$ cat config.mk
export PLATFORM = sky130hd
export DESIGN_NAME = sipo_deserializer
export DESIGN_NICKNAME = d
export VERILOG_FILES = /design/src/rtl/sipo_pkg.sv /design/src/rtl/sipo_shift_core.sv /design/src/rtl/sipo_deserializer.sv
export SDC_FILE = /design/constraint.sdc
export NUM_CORES = 1
export LEC_CHECK = 0
export CELL_PAD_IN_SITES_DETAIL_PLACEMENT = 1
export CELL_PAD_IN_SITES_GLOBAL_PLACEMENT = 1
export CORE_MARGIN = 5
export CORE_UTILIZATION = 35
export CTS_BUF_LIST = sky130_fd_sc_hd__clkbuf_16
export DETAILED_ROUTE_END_ITERATION = 16
export GPL_ROUTABILITY_DRIVEN = 0
export HOLD_SLACK_MARGIN = 0.05
export PLACE_DENSITY_LB_ADDON = 0.1
export SLEW_MARGIN = 20
export SYNTH_ARGS = -nofsm -noshare
export SYNTH_HDL_FRONTEND = slang
export SYNTH_SLANG_ARGS = --single-unit
$ cat constraint.sdc
create_clock -name clk -period 1.9 [get_ports clk]
set_input_delay 0.57 -clock clk [delete_from_list [all_inputs] [get_ports clk]]
set_output_delay 0.57 -clock clk [all_outputs]
set_load 0.03 [all_outputs]
$ cat src/rtl/sipo_pkg.sv
// sipo_pkg: shared constants and helpers for the SIPO deserializer.
// Rev 1.0 -- initial release.
`default_nettype none

package sipo_pkg;

  localparam int DEFAULT_WIDTH = 8;

  // XOR of data bits and parity bit for a correctly formed even-parity frame.
  localparam logic EVEN_PARITY_POL = 1'b0;

  function automatic int count_width(input int width);
    return $clog2(width + 1);
  endfunction

endpackage

`default_nettype wire

$ cat src/rtl/sipo_shift_core.sv
// sipo_shift_core: serial shift register, bit counter and frame-complete strobe.
// Rev 1.0 -- initial release. Optional feature: SIPO_PARITY_EN (trailing even-parity bit).
`default_nettype none

module sipo_shift_core import sipo_pkg::*; #(
  parameter int WIDTH     = DEFAULT_WIDTH,
  parameter int MSB_FIRST = 1
) (
`ifdef SIPO_PARITY_EN
  output logic                          frame_parity_err,
`endif
  input  logic                          clk,
  input  logic                          rst,
  input  logic                          clear,
  input  logic                          in_valid,
  input  logic                          serial_in,
  output logic [count_width(WIDTH)-1:0] bit_count,
  output logic                          frame_done,
  output logic [WIDTH-1:0]              frame_word
);

  localparam int CW = count_width(WIDTH);

  logic [WIDTH-1:0] sreg;
  logic [WIDTH-1:0] shifted;

  generate
    if (MSB_FIRST != 0) begin : g_msb_first
      assign shifted = {sreg[WIDTH-2:0], serial_in};
    end else begin : g_lsb_first
      assign shifted = {serial_in, sreg[WIDTH-1:1]};
    end
  endgenerate

`ifdef SIPO_PARITY_EN
  localparam int FRAME_LEN = WIDTH + 1;

  logic parity_acc;

  // The parity bit edge never shifts, so sreg already holds the whole data word.
  assign frame_word       = sreg;
  assign frame_parity_err = parity_acc ^ serial_in ^ EVEN_PARITY_POL;

  always_ff @(posedge clk or negedge rst) begin
    if (!rst) begin
      parity_acc <= 1'b0;
    end else if (clear || frame_done) begin
      parity_acc <= 1'b0;
    end else if (in_valid) begin
      parity_acc <= parity_acc ^ serial_in;
    end
  end
`else
  localparam int FRAME_LEN = WIDTH;

  assign frame_word = shifted;
`endif

  localparam logic [CW-1:0] LAST_IDX = CW'(FRAME_LEN - 1);

  assign frame_done = in_valid && (bit_count == LAST_IDX);

  always_ff @(posedge clk or negedge rst) begin
    if (!rst) begin
      sreg      <= '0;
      bit_count <= '0;
    end else if (clear || frame_done) begin
      sreg      <= '0;
      bit_count <= '0;
    end else if (in_valid) begin
      sreg      <= shifted;
      bit_count <= bit_count + CW'(1);
    end
  end

endmodule

`default_nettype wire

$ cat src/rtl/sipo_deserializer.sv
// sipo_deserializer: serial-in parallel-out with valid/ready output, sticky overrun and parity check.
// Rev 1.0 -- initial release. Optional feature: SIPO_PARITY_EN (trailing even-parity bit).
`default_nettype none

module sipo_deserializer import sipo_pkg::*; #(
  parameter int WIDTH     = DEFAULT_WIDTH,
  parameter int MSB_FIRST = 1
) (
  input  logic                          clk,
  input  logic                          rst,
  input  logic                          serial_in,
  input  logic                          in_valid,
  input  logic                          clear,
  output logic [WIDTH-1:0]              parallel_out,
  output logic                          out_valid,
  input  logic                          out_ready,
  output logic [count_width(WIDTH)-1:0] bit_count,
  output logic                          overrun,
  output logic                          parity_err
);

  logic             frame_done;
  logic [WIDTH-1:0] frame_word;
  logic             load;

`ifdef SIPO_PARITY_EN
  logic frame_parity_err;
`endif

  sipo_shift_core #(
    .WIDTH     (WIDTH),
    .MSB_FIRST (MSB_FIRST)
  ) u_core (
`ifdef SIPO_PARITY_EN
    .frame_parity_err (frame_parity_err),
`endif
    .clk        (clk),
    .rst        (rst),
    .clear      (clear),
    .in_valid   (in_valid),
    .serial_in  (serial_in),
    .bit_count  (bit_count),
    .frame_done (frame_done),
    .frame_word (frame_word)
  );

  // A new word may land only when the holding register is empty or being drained this edge.
  assign load = frame_done && (!out_valid || out_ready);

  always_ff @(posedge clk or negedge rst) begin
    if (!rst) begin
      parallel_out <= '0;
      out_valid    <= 1'b0;
      overrun      <= 1'b0;
    end else if (clear) begin
      out_valid    <= 1'b0;
      overrun      <= 1'b0;
    end else if (load) begin
      parallel_out <= frame_word;
      out_valid    <= 1'b1;
    end else if (frame_done) begin
      overrun      <= 1'b1;
    end else if (out_valid && out_ready) begin
      out_valid    <= 1'b0;
    end
  end

`ifdef SIPO_PARITY_EN
  always_ff @(posedge clk or negedge rst) begin
    if (!rst) begin
      parity_err <= 1'b0;
    end else if (clear) begin
      parity_err <= 1'b0;
    end else if (load) begin
      parity_err <= frame_parity_err;
    end
  end
`else
  assign parity_err = 1'b0;
`endif

endmodule

`default_nettype wire

[Yosys cells after proc, flatten, opt, wreduce, memory -nomap -nowiden]
Cells that the tools add are included.
Cells by class
  add/sub/neg operators: 1
  eq/ne operators: 3
  muxes and demuxes: 11
  bitwise logic cells: 1
  reduce and logical (&&, ||, !) cells: 12
Operators by type and width (count)
  $mux 7: 2
  $mux 4: 2
  $mux 1: 7
  $reduce_and 2->1: 3
  $add 4x1->4 const B: 1
  $eq 4x3->1 const B: 1
  $reduce_bool 2->1: 2
  $logic_and 1x1->1: 3
  $ne 3x2->1 const B: 1
  $reduce_bool 3->1: 1
  $logic_or 1x1->1: 2
  $ne 2x2->1 const B: 1
  $logic_not 1->1: 1
  $not 1->1: 1
Storage, ports and cells
  flip-flop bits (word level): 21
  bits of input ports: 6
  output and inout bits: 15
  logic and storage cells: 33

[Longest topological paths before layout]
Gate-level depths: netlist (run 1).
  depth in word-level cells: 5
  gate-level depth with buffers: 4
  depth with buffers taken out: 4

[Modules after synthesis]
Synthesis (run 1) repeated with hierarchy kept, for this count alone.
Unflattened totals
  cells, all modules: 64
  area, all modules: 920.9 um^2
By module, submodules not included
  sipo_shift_core: instances 1, cells an instance 38, area each 520.5 um^2, sequential area each 275.3 um^2
  sipo_deserializer: instances 1, cells an instance 26, area each 400.4 um^2, sequential area each 250.2 um^2

[Worst setup path before layout (run 1)]
OpenSTA, ideal clock, no wires.
  kind: reg-to-reg
  start point: register u_core.bit_count[0]
  end point: register parallel_out[0]
  setup time: 125 ps
  data arrival time: 1748 ps
  path slack: 27 ps
  cell stages (with the launch flop): 5
  buffers on the path: 0
  cell sequence: dfrtp_1 -> ha_1 -> and4b_4 -> nor3b_4 -> mux2_2
On the way
  longest elaborated chain between the ends: 4
Ends and longest elaborated chain
  from (decl): line sipo_shift_core.sv:17  | output logic [count_width(WIDTH)-1:0] bit_count,
  from (signal assigned): line sipo_shift_core.sv:72  | bit_count <= bit_count + CW'(1);
  $eq 4x3->1: line sipo_shift_core.sv:61  | assign frame_done = in_valid && (bit_count == LAST_IDX);
  $logic_and 1x1->1: line sipo_shift_core.sv:61
  $logic_and 1x1->1: line sipo_deserializer.sv:48  | assign load = frame_done && (!out_valid || out_ready);
  $reduce_and 2->1 (no source line)
  to (signal assigned): line sipo_deserializer.sv:59  | parallel_out <= frame_word;
  to (decl): line sipo_deserializer.sv:14  | output logic [WIDTH-1:0] parallel_out,
No other way between the ends.
A chain may end at the register's enable or synchronous reset.

[Worst setup path after layout (run 1)]
  start point: input in_valid
  end point: register parallel_out[5]
On the way
  longest elaborated chain between the ends: 3
Ends and longest elaborated chain
  from (decl): line sipo_deserializer.sv:12  | input logic in_valid,
  $logic_and 1x1->1: line sipo_shift_core.sv:61
  $logic_and 1x1->1: line sipo_deserializer.sv:48
  $reduce_and 2->1 (no source line)
No other way between the ends.

==> results.sh, run 1 <==
export IMPL_status="complete, no violations"
export IMPL_ir_drop_v=0.000590
export IMPL_initial_core_util=0.373
export IMPL_layout_commonest_cell="dfrtp_1"
export IMPL_cts_root_buf="clkbuf_16"
export IMPL_clock_skew_ns=0.00135
export IMPL_grt_util_all_layers=0.114
export IMPL_rr_endpoint="parallel_out[5]$_DFFE_PN0P_"
export IMPL_synth_cell_type_count=20
export IMPL_critPathSlowestCell="clkdlybuf4s50_1"
export IMPL_die_h_um=59.0
export IMPL_cp_max_fo=8
export IMPL_grt_pass1_vias=660
export IMPL_setup_slack_ns=0.0407
export IMPL_cts_sinks=21
export IMPL_core_rowCount=17
export IMPL_first_pass_iters=2
export IMPL_r2r_slack_ns=0.19
export IMPL_drive_gt1_frac=0.253
export IMPL_clkTransAtPathRegs_ns=0.06
export IMPL_antennaDiodeCount=0
export IMPL_cp_num_buf_inv=2
export IMPL_grt_setup_unrepaired="false"
export IMPL_worstMarginPinSlew_ns=0.533
export IMPL_syn_nets=68
export IMPL_die_x_um=59.0
export IMPL_nFillCells=241
export IMPL_drv_slew=0
export IMPL_postCtsSetupRepairBufs=0
export IMPL_r2r_start="u_core.bit_count[0]$_DFFE_PN0P_"
export IMPL_holdPathEnd="overrun$_DFFE_PN0P_"
export IMPL_final_nets=99
export IMPL_routed_wl_mm=1.69
export IMPL_htreeDepth=1
export IMPL_switching_share=0.208
export IMPL_critPathKind="primary input to register"
export IMPL_fin_cells=119
export IMPL_synth_area_um2=841
export IMPL_cts_made_buffers=3
export IMPL_holdPathStages=2
export IMPL_power_frac_seq=0.477
export IMPL_die_area_um2=3480
export IMPL_clk_latency_ns=0.25
export IMPL_min_period_ns=1.86
export IMPL_yosys_warnings=0
export IMPL_hold_class="register to register"
export IMPL_critPathLaunchType="primary input"
export IMPL_place_hpwl_mm=1.31
export IMPL_dp_slack_ns=-0.232
export IMPL_period_share=0.979
export IMPL_p_int_uw=766
export IMPL_grt_ovfl_total=0
export IMPL_drc=0
export IMPL_grt_max_degree=22
export IMPL_ys_seq_area_frac=0.625
export IMPL_leakage_uw=0.000613
export IMPL_path_cells="clkdlybuf4s50_1 > and4b_4 > nor3b_4 > buf_12 > mux2_2"
export IMPL_slowest_delay_ns=0.48
export IMPL_setup_viol=0
export IMPL_hold_slack_ns=0.492
export IMPL_syn_inst=61
export IMPL_synth_avg_cell_area_um2=13.8
export IMPL_num_vias=587
export IMPL_slew_headroom=0.643
export IMPL_comb_power_share=0.071
export IMPL_finalHoldViolations=0
export IMPL_postRouteAntennaNets=0
export IMPL_hold_start="overrun$_DFFE_PN0P_"
export IMPL_cp_arrival_ns=1.99
export IMPL_io_pins=21
export IMPL_cts_hold_buf=0
export IMPL_max_freq_ghz=0.538
export IMPL_maxCapViolCount=0
export IMPL_cts_tree="built"
export IMPL_coreArea_um2=2250
export IMPL_setup_tns_final_ns=0
export IMPL_ys_ff_latch=21
export IMPL_drtIter0Drc=11
export IMPL_seq_area_um2=526
export IMPL_multiInputGateArea_um2=295
export IMPL_netSwitchingPower_uw=201
export IMPL_final_cell_mix="dfrtp_1 (21), clkdlybuf4s50_1 (14), a22o_1 (8), mux2_2 (8), buf_4 (8)"
export IMPL_critPathTopFamily="buffers and inverters"
export IMPL_area_delta_synth_final_pct=44.5
export IMPL_grt_pass1_wl_mm=3.09
export IMPL_antenna_found_initial=0
export IMPL_powerDensity_nw_per_um2=796
export IMPL_routedWlPerCell_um=14.2
export IMPL_cp_required_ns=2.03
export IMPL_ff2ff_path_depth=5
export IMPL_placed_cells=115
export IMPL_power_share_clock=0.452
export IMPL_post_drt_via_cell_ratio=4.93
export IMPL_clk_path_buf_depth=2
export IMPL_numPortBuffers=19
export IMPL_end_kind="register"
per-layer routing:
layer	track usage	routed length, um	up-vias	part of all wire
li1	-	-	276	-
met1	0.150	802	294	0.47
met2	0.192	798	15	0.47
met3	0.0174	69	2	0.041
met4	0.0388	21	0	0.012
met5	0	0	-	0
worst max path at each step:
stage	startpoint	cells past startpoint	to
floorplan	u_core.bit_count[0]$_DFFE_PN0P_	4	parallel_out[0]$_DFFE_PN0P_
global placement	in_valid	5	parallel_out[4]$_DFFE_PN0P_
detailed placement	in_valid	5	parallel_out[5]$_DFFE_PN0P_
CTS	parallel_out[4]$_DFFE_PN0P_	1	parallel_out[4]
global route	u_core.bit_count[2]$_DFFE_PN0P_	1	bit_count[2]
finish	in_valid	5	parallel_out[5]$_DFFE_PN0P_
power by group through the flow:
stage          clock (uW)  combinational (uW)  sequential (uW)
6_report              437                68.5              461
5_1_grt               478                76.0              462
4_1_cts               451                70.8              461
3_5_place_dp            0                73.7              469
3_3_place_gp            0                72.4              469
2_1_floorplan           0                22.5              477
per-stage QoR:
| stage | util | power, uW | cell area, um^2 |
|---|---|---|---|
| final | 0.539 | 967 | 1210 |
| after global routing | 0.539 | 1020 | 1210 |
| after CTS | 0.537 | 983 | 1210 |
| after detailed placement | 0.503 | 542 | 1130 |
| after global placement | 0.503 | 542 | 1130 |
| after floorplan | - | 500 | 841 |
cells by family (layout without fill, tap and decap cells):
group / after synthesis / after routing / synth area share
AOI/OAI and AO/OA: 11 / 11 / 0.106
xor gates and xnor gates: 2 / 2 / 0.0208
adders and majority gates: 1 / 1 / 0.0149
buffers and inverters: 4 / 34 / 0.0238
DFF: 21 / 21 / 0.625
muxes: 8 / 8 / 0.107
other: 1 / 1 / 0.00446
and+or+nand+nor: 13 / 13 / 0.0982
final cells by class:
type,instances,share of cell area
Clock buffer,3,0.0618
Sequential cell,21,0.433
Timing Repair Buffer,28,0.223
Inverter,2,0.00618
Multi-Input combinational cell,36,0.243
Tap cell,28,0.0288
Clock inverter,1,0.00412
registers in the layout, indices dropped and copies added (netlist names):
register,count
out_valid,1
u_core.sreg,7
overrun,1
u_core.bit_count,4
parallel_out,8
worst min-delay path, delay by kind of cell, from the launching register on:
family	cells	cell delay, ns
flops	1	0.34
simple gates	1	0.07
compound gates	1	0.04
synthesized netlist by cell type:
library cell | number | area (um^2)
a311oi_1 | 1 | 8.76
dfrtp_1 | 21 | 526
mux2_2 | 8 | 90.1
and4b_4 | 1 | 13.8
nor2_1 | 5 | 18.8
xor2_1 | 1 | 8.76
conb_1 | 1 | 3.75
a21oi_1 | 2 | 10.0
xnor2_1 | 1 | 8.76
ha_1 | 1 | 12.5
inv_1 | 2 | 7.51
nor2b_1 | 1 | 6.26
or3_1 | 1 | 6.26
nand4_1 | 1 | 6.26
nor3_1 | 1 | 5.00
buf_2 | 1 | 5.00
nand2_1 | 2 | 7.51
nor3b_4 | 1 | 18.8
a22o_1 | 8 | 70.1
buf_4 | 1 | 7.51
timing repair:
action                                  in CTS  in global routing
cloned                                       0                  0
resized for setup                            3                  2
endpoints found under the setup margin       3                  2
No activity file was read; power rests on OpenSTA's default activity.
==> run 2: changes to the inputs <==
- HOLD_SLACK_MARGIN: 0.05 -> 0.02
==> results of run 2 <==
No change in the layout: final DEF, timing and power equal those of run 1.
==> run 3: changes to the inputs <==
- CORE_MARGIN: 5 -> 8
==> run 3 against run 2 <==
- hold slack better by 0.0056 ns
- highest routed layer unchanged
- non-clock buffer count is the same
- register-to-register slack got worse by 0.04 ns
- sequential power about the same
- critical path depth decreased by 4
- clock power shrank 3%
- count of clock-buffer cells in the layout did not move
- final cell count did not move
- cell area down 0.31%
- utilization grew 0.35 points
- largest power group unchanged
==> results.sh, run 3 (synthesis results as in run 1) <==
export IMPL_io_pins=21
export IMPL_rr_endpoint="parallel_out[2]$_DFFE_PN0P_"
export IMPL_grt_ovfl_total=0
export IMPL_finalHoldViolations=0
export IMPL_drv_slew=0
export IMPL_period_share=0.984
export IMPL_initial_core_util=0.376
export IMPL_cts_hold_buf=0
export IMPL_end_kind="primary output"
export IMPL_drc=0
export IMPL_ff2ff_path_depth=5
export IMPL_cp_endpoint="bit_count[2]"
export IMPL_powerDensity_nw_per_um2=790
export IMPL_placed_area_um2=1130
export IMPL_routed_wl_mm=1.89
export IMPL_path_cells="clkdlybuf4s50_1"
export IMPL_layout_commonest_cell="dfrtp_1"
export IMPL_grt_setup_unrepaired="false"
export IMPL_startpoint="u_core.bit_count[2]$_DFFE_PN0P_"
export IMPL_first_pass_iters=2
export IMPL_drive_gt1_frac=0.242
export IMPL_maxCapViolCount=0
export IMPL_coreArea_um2=2230
export IMPL_largest_registers="parallel_out (8), u_core.sreg (7), u_core.bit_count (4)"
export IMPL_die_area_um2=4230
export IMPL_clkTransAtPathRegs_ns=0.06
export IMPL_cts_made_buffers=3
export IMPL_worstMarginPinSlew_ns=0.606
export IMPL_cp_depth=1
export IMPL_nFillCells=234
export IMPL_min_period_ns=1.87
export IMPL_leakage_uw=0.000587
export IMPL_critPathKind="register to primary output"
export IMPL_setup_viol=0
export IMPL_cp_arrival_ns=1.30
export IMPL_clk_latency_ns=0.25
export IMPL_setup_tns_final_ns=0
export IMPL_critPathLaunchType="register"
export IMPL_final_nets=99
export IMPL_largest_reg_flops=8
export IMPL_grt_util_all_layers=0.0962
export IMPL_critPathTopFamily="buffers and inverters"
export IMPL_cts_root_buf="clkbuf_16"
export IMPL_r2r_slack_ns=0.15
export IMPL_core_rowCount=17
export IMPL_numPortBuffers=19
export IMPL_slowest_delay_ns=0.69
export IMPL_antennaDiodeCount=0
export IMPL_ir_drop_v=0.000814
export IMPL_grt_pass1_wl_mm=3.24
export IMPL_slew_headroom=0.595
export IMPL_hold_class="register to register"
export IMPL_routedWlPerCell_um=15.8
export IMPL_cp_num_buf_inv=1
export IMPL_postCtsSetupRepairBufs=0
export IMPL_status="complete, no violations"
export IMPL_cts_tree="built"
export IMPL_grt_max_degree=22
export IMPL_regMostFlops="parallel_out"
export IMPL_place_hpwl_mm=1.31
export IMPL_die_h_um=65.0
export IMPL_drtIter0Drc=11
export IMPL_clock_skew_ns=0.00432
export IMPL_die_x_um=65.0
export IMPL_post_drt_via_cell_ratio=5.03
export IMPL_final_cell_mix="dfrtp_1 (21), clkdlybuf4s50_1 (15), a22o_1 (8), mux2_2 (8), buf_4 (8)"
export IMPL_area_delta_synth_final_pct=44.0
export IMPL_max_freq_ghz=0.535
export IMPL_htreeDepth=1
export IMPL_grt_pass1_vias=721
export IMPL_cp_required_ns=1.33
export IMPL_cp_max_fo=2
export IMPL_critPathSlowestCell="clkdlybuf4s50_1"
export IMPL_postRouteAntennaNets=0
export IMPL_design_area_um2=1210
export IMPL_clk_path_buf_depth=2
export IMPL_r2r_start="u_core.bit_count[0]$_DFFE_PN0P_"
export IMPL_antenna_found_initial=0
export IMPL_cts_sinks=21
export IMPL_num_vias=599
run 3: final cells by class:
class,instances,area [um^2],area share
Clock buffer,3,75.1,0.0620
Clock inverter,1,3.75,0.00310
Inverter,2,7.51,0.00620
Multi-Input combinational cell,36,295,0.244
Sequential cell,21,526,0.434
Tap cell,28,35.0,0.0289
Timing Repair Buffer,28,269,0.222
run 3: layer usage:
| layer | share of wire | GRT usage |
|---|---|---|
| met2 | 0.51 | 0.171 |
| met3 | 0.053 | 0.0378 |
| met1 | 0.43 | 0.104 |
| met4 | 0.0074 | 0.0245 |
| met5 | 0 | 0 |
run 3: metrics by stage:
stage / utilization / setup slack (ns) / hold WS [ns] / power (uW) / instances
floorplan: - / 0.0269 / 0.274 / 500 / 61
global placement: 0.508 / -0.207 / 0.481 / 542 / 115
detailed placement: 0.508 / -0.226 / 0.495 / 543 / 115
CTS: 0.541 / 0.0130 / 0.508 / 974 / 119
global route: 0.542 / 0.00227 / 0.526 / 999 / 119
finish: 0.542 / 0.0298 / 0.498 / 957 / 119
run 3: worst min-delay path by stage:
stage                                start                           to  slack [ns]  cells after the start
6_report               overrun$_DFFE_PN0P_          overrun$_DFFE_PN0P_        0.50                      2
3_3_place_gp           overrun$_DFFE_PN0P_          overrun$_DFFE_PN0P_        0.48                      2
3_5_place_dp           overrun$_DFFE_PN0P_          overrun$_DFFE_PN0P_        0.49                      2
4_1_cts        parallel_out[3]$_DFFE_PN0P_  parallel_out[3]$_DFFE_PN0P_        0.51                      1
5_1_grt        parallel_out[5]$_DFFE_PN0P_  parallel_out[5]$_DFFE_PN0P_        0.53                      1
2_1_floorplan                          rst        out_valid$_DFFE_PN0P_        0.27                      0
run 3: repair_timing:
item / CTS / global route
setup endpoints to repair: 3 / 6
resized for setup: 3 / 1
pin swaps: 0 / 0
run 3: report_power, final:
part           switching (uW)  internal (uW)
clock network             146            280
registers                7.13            454
logic                    40.7           29.1
total                     194            763
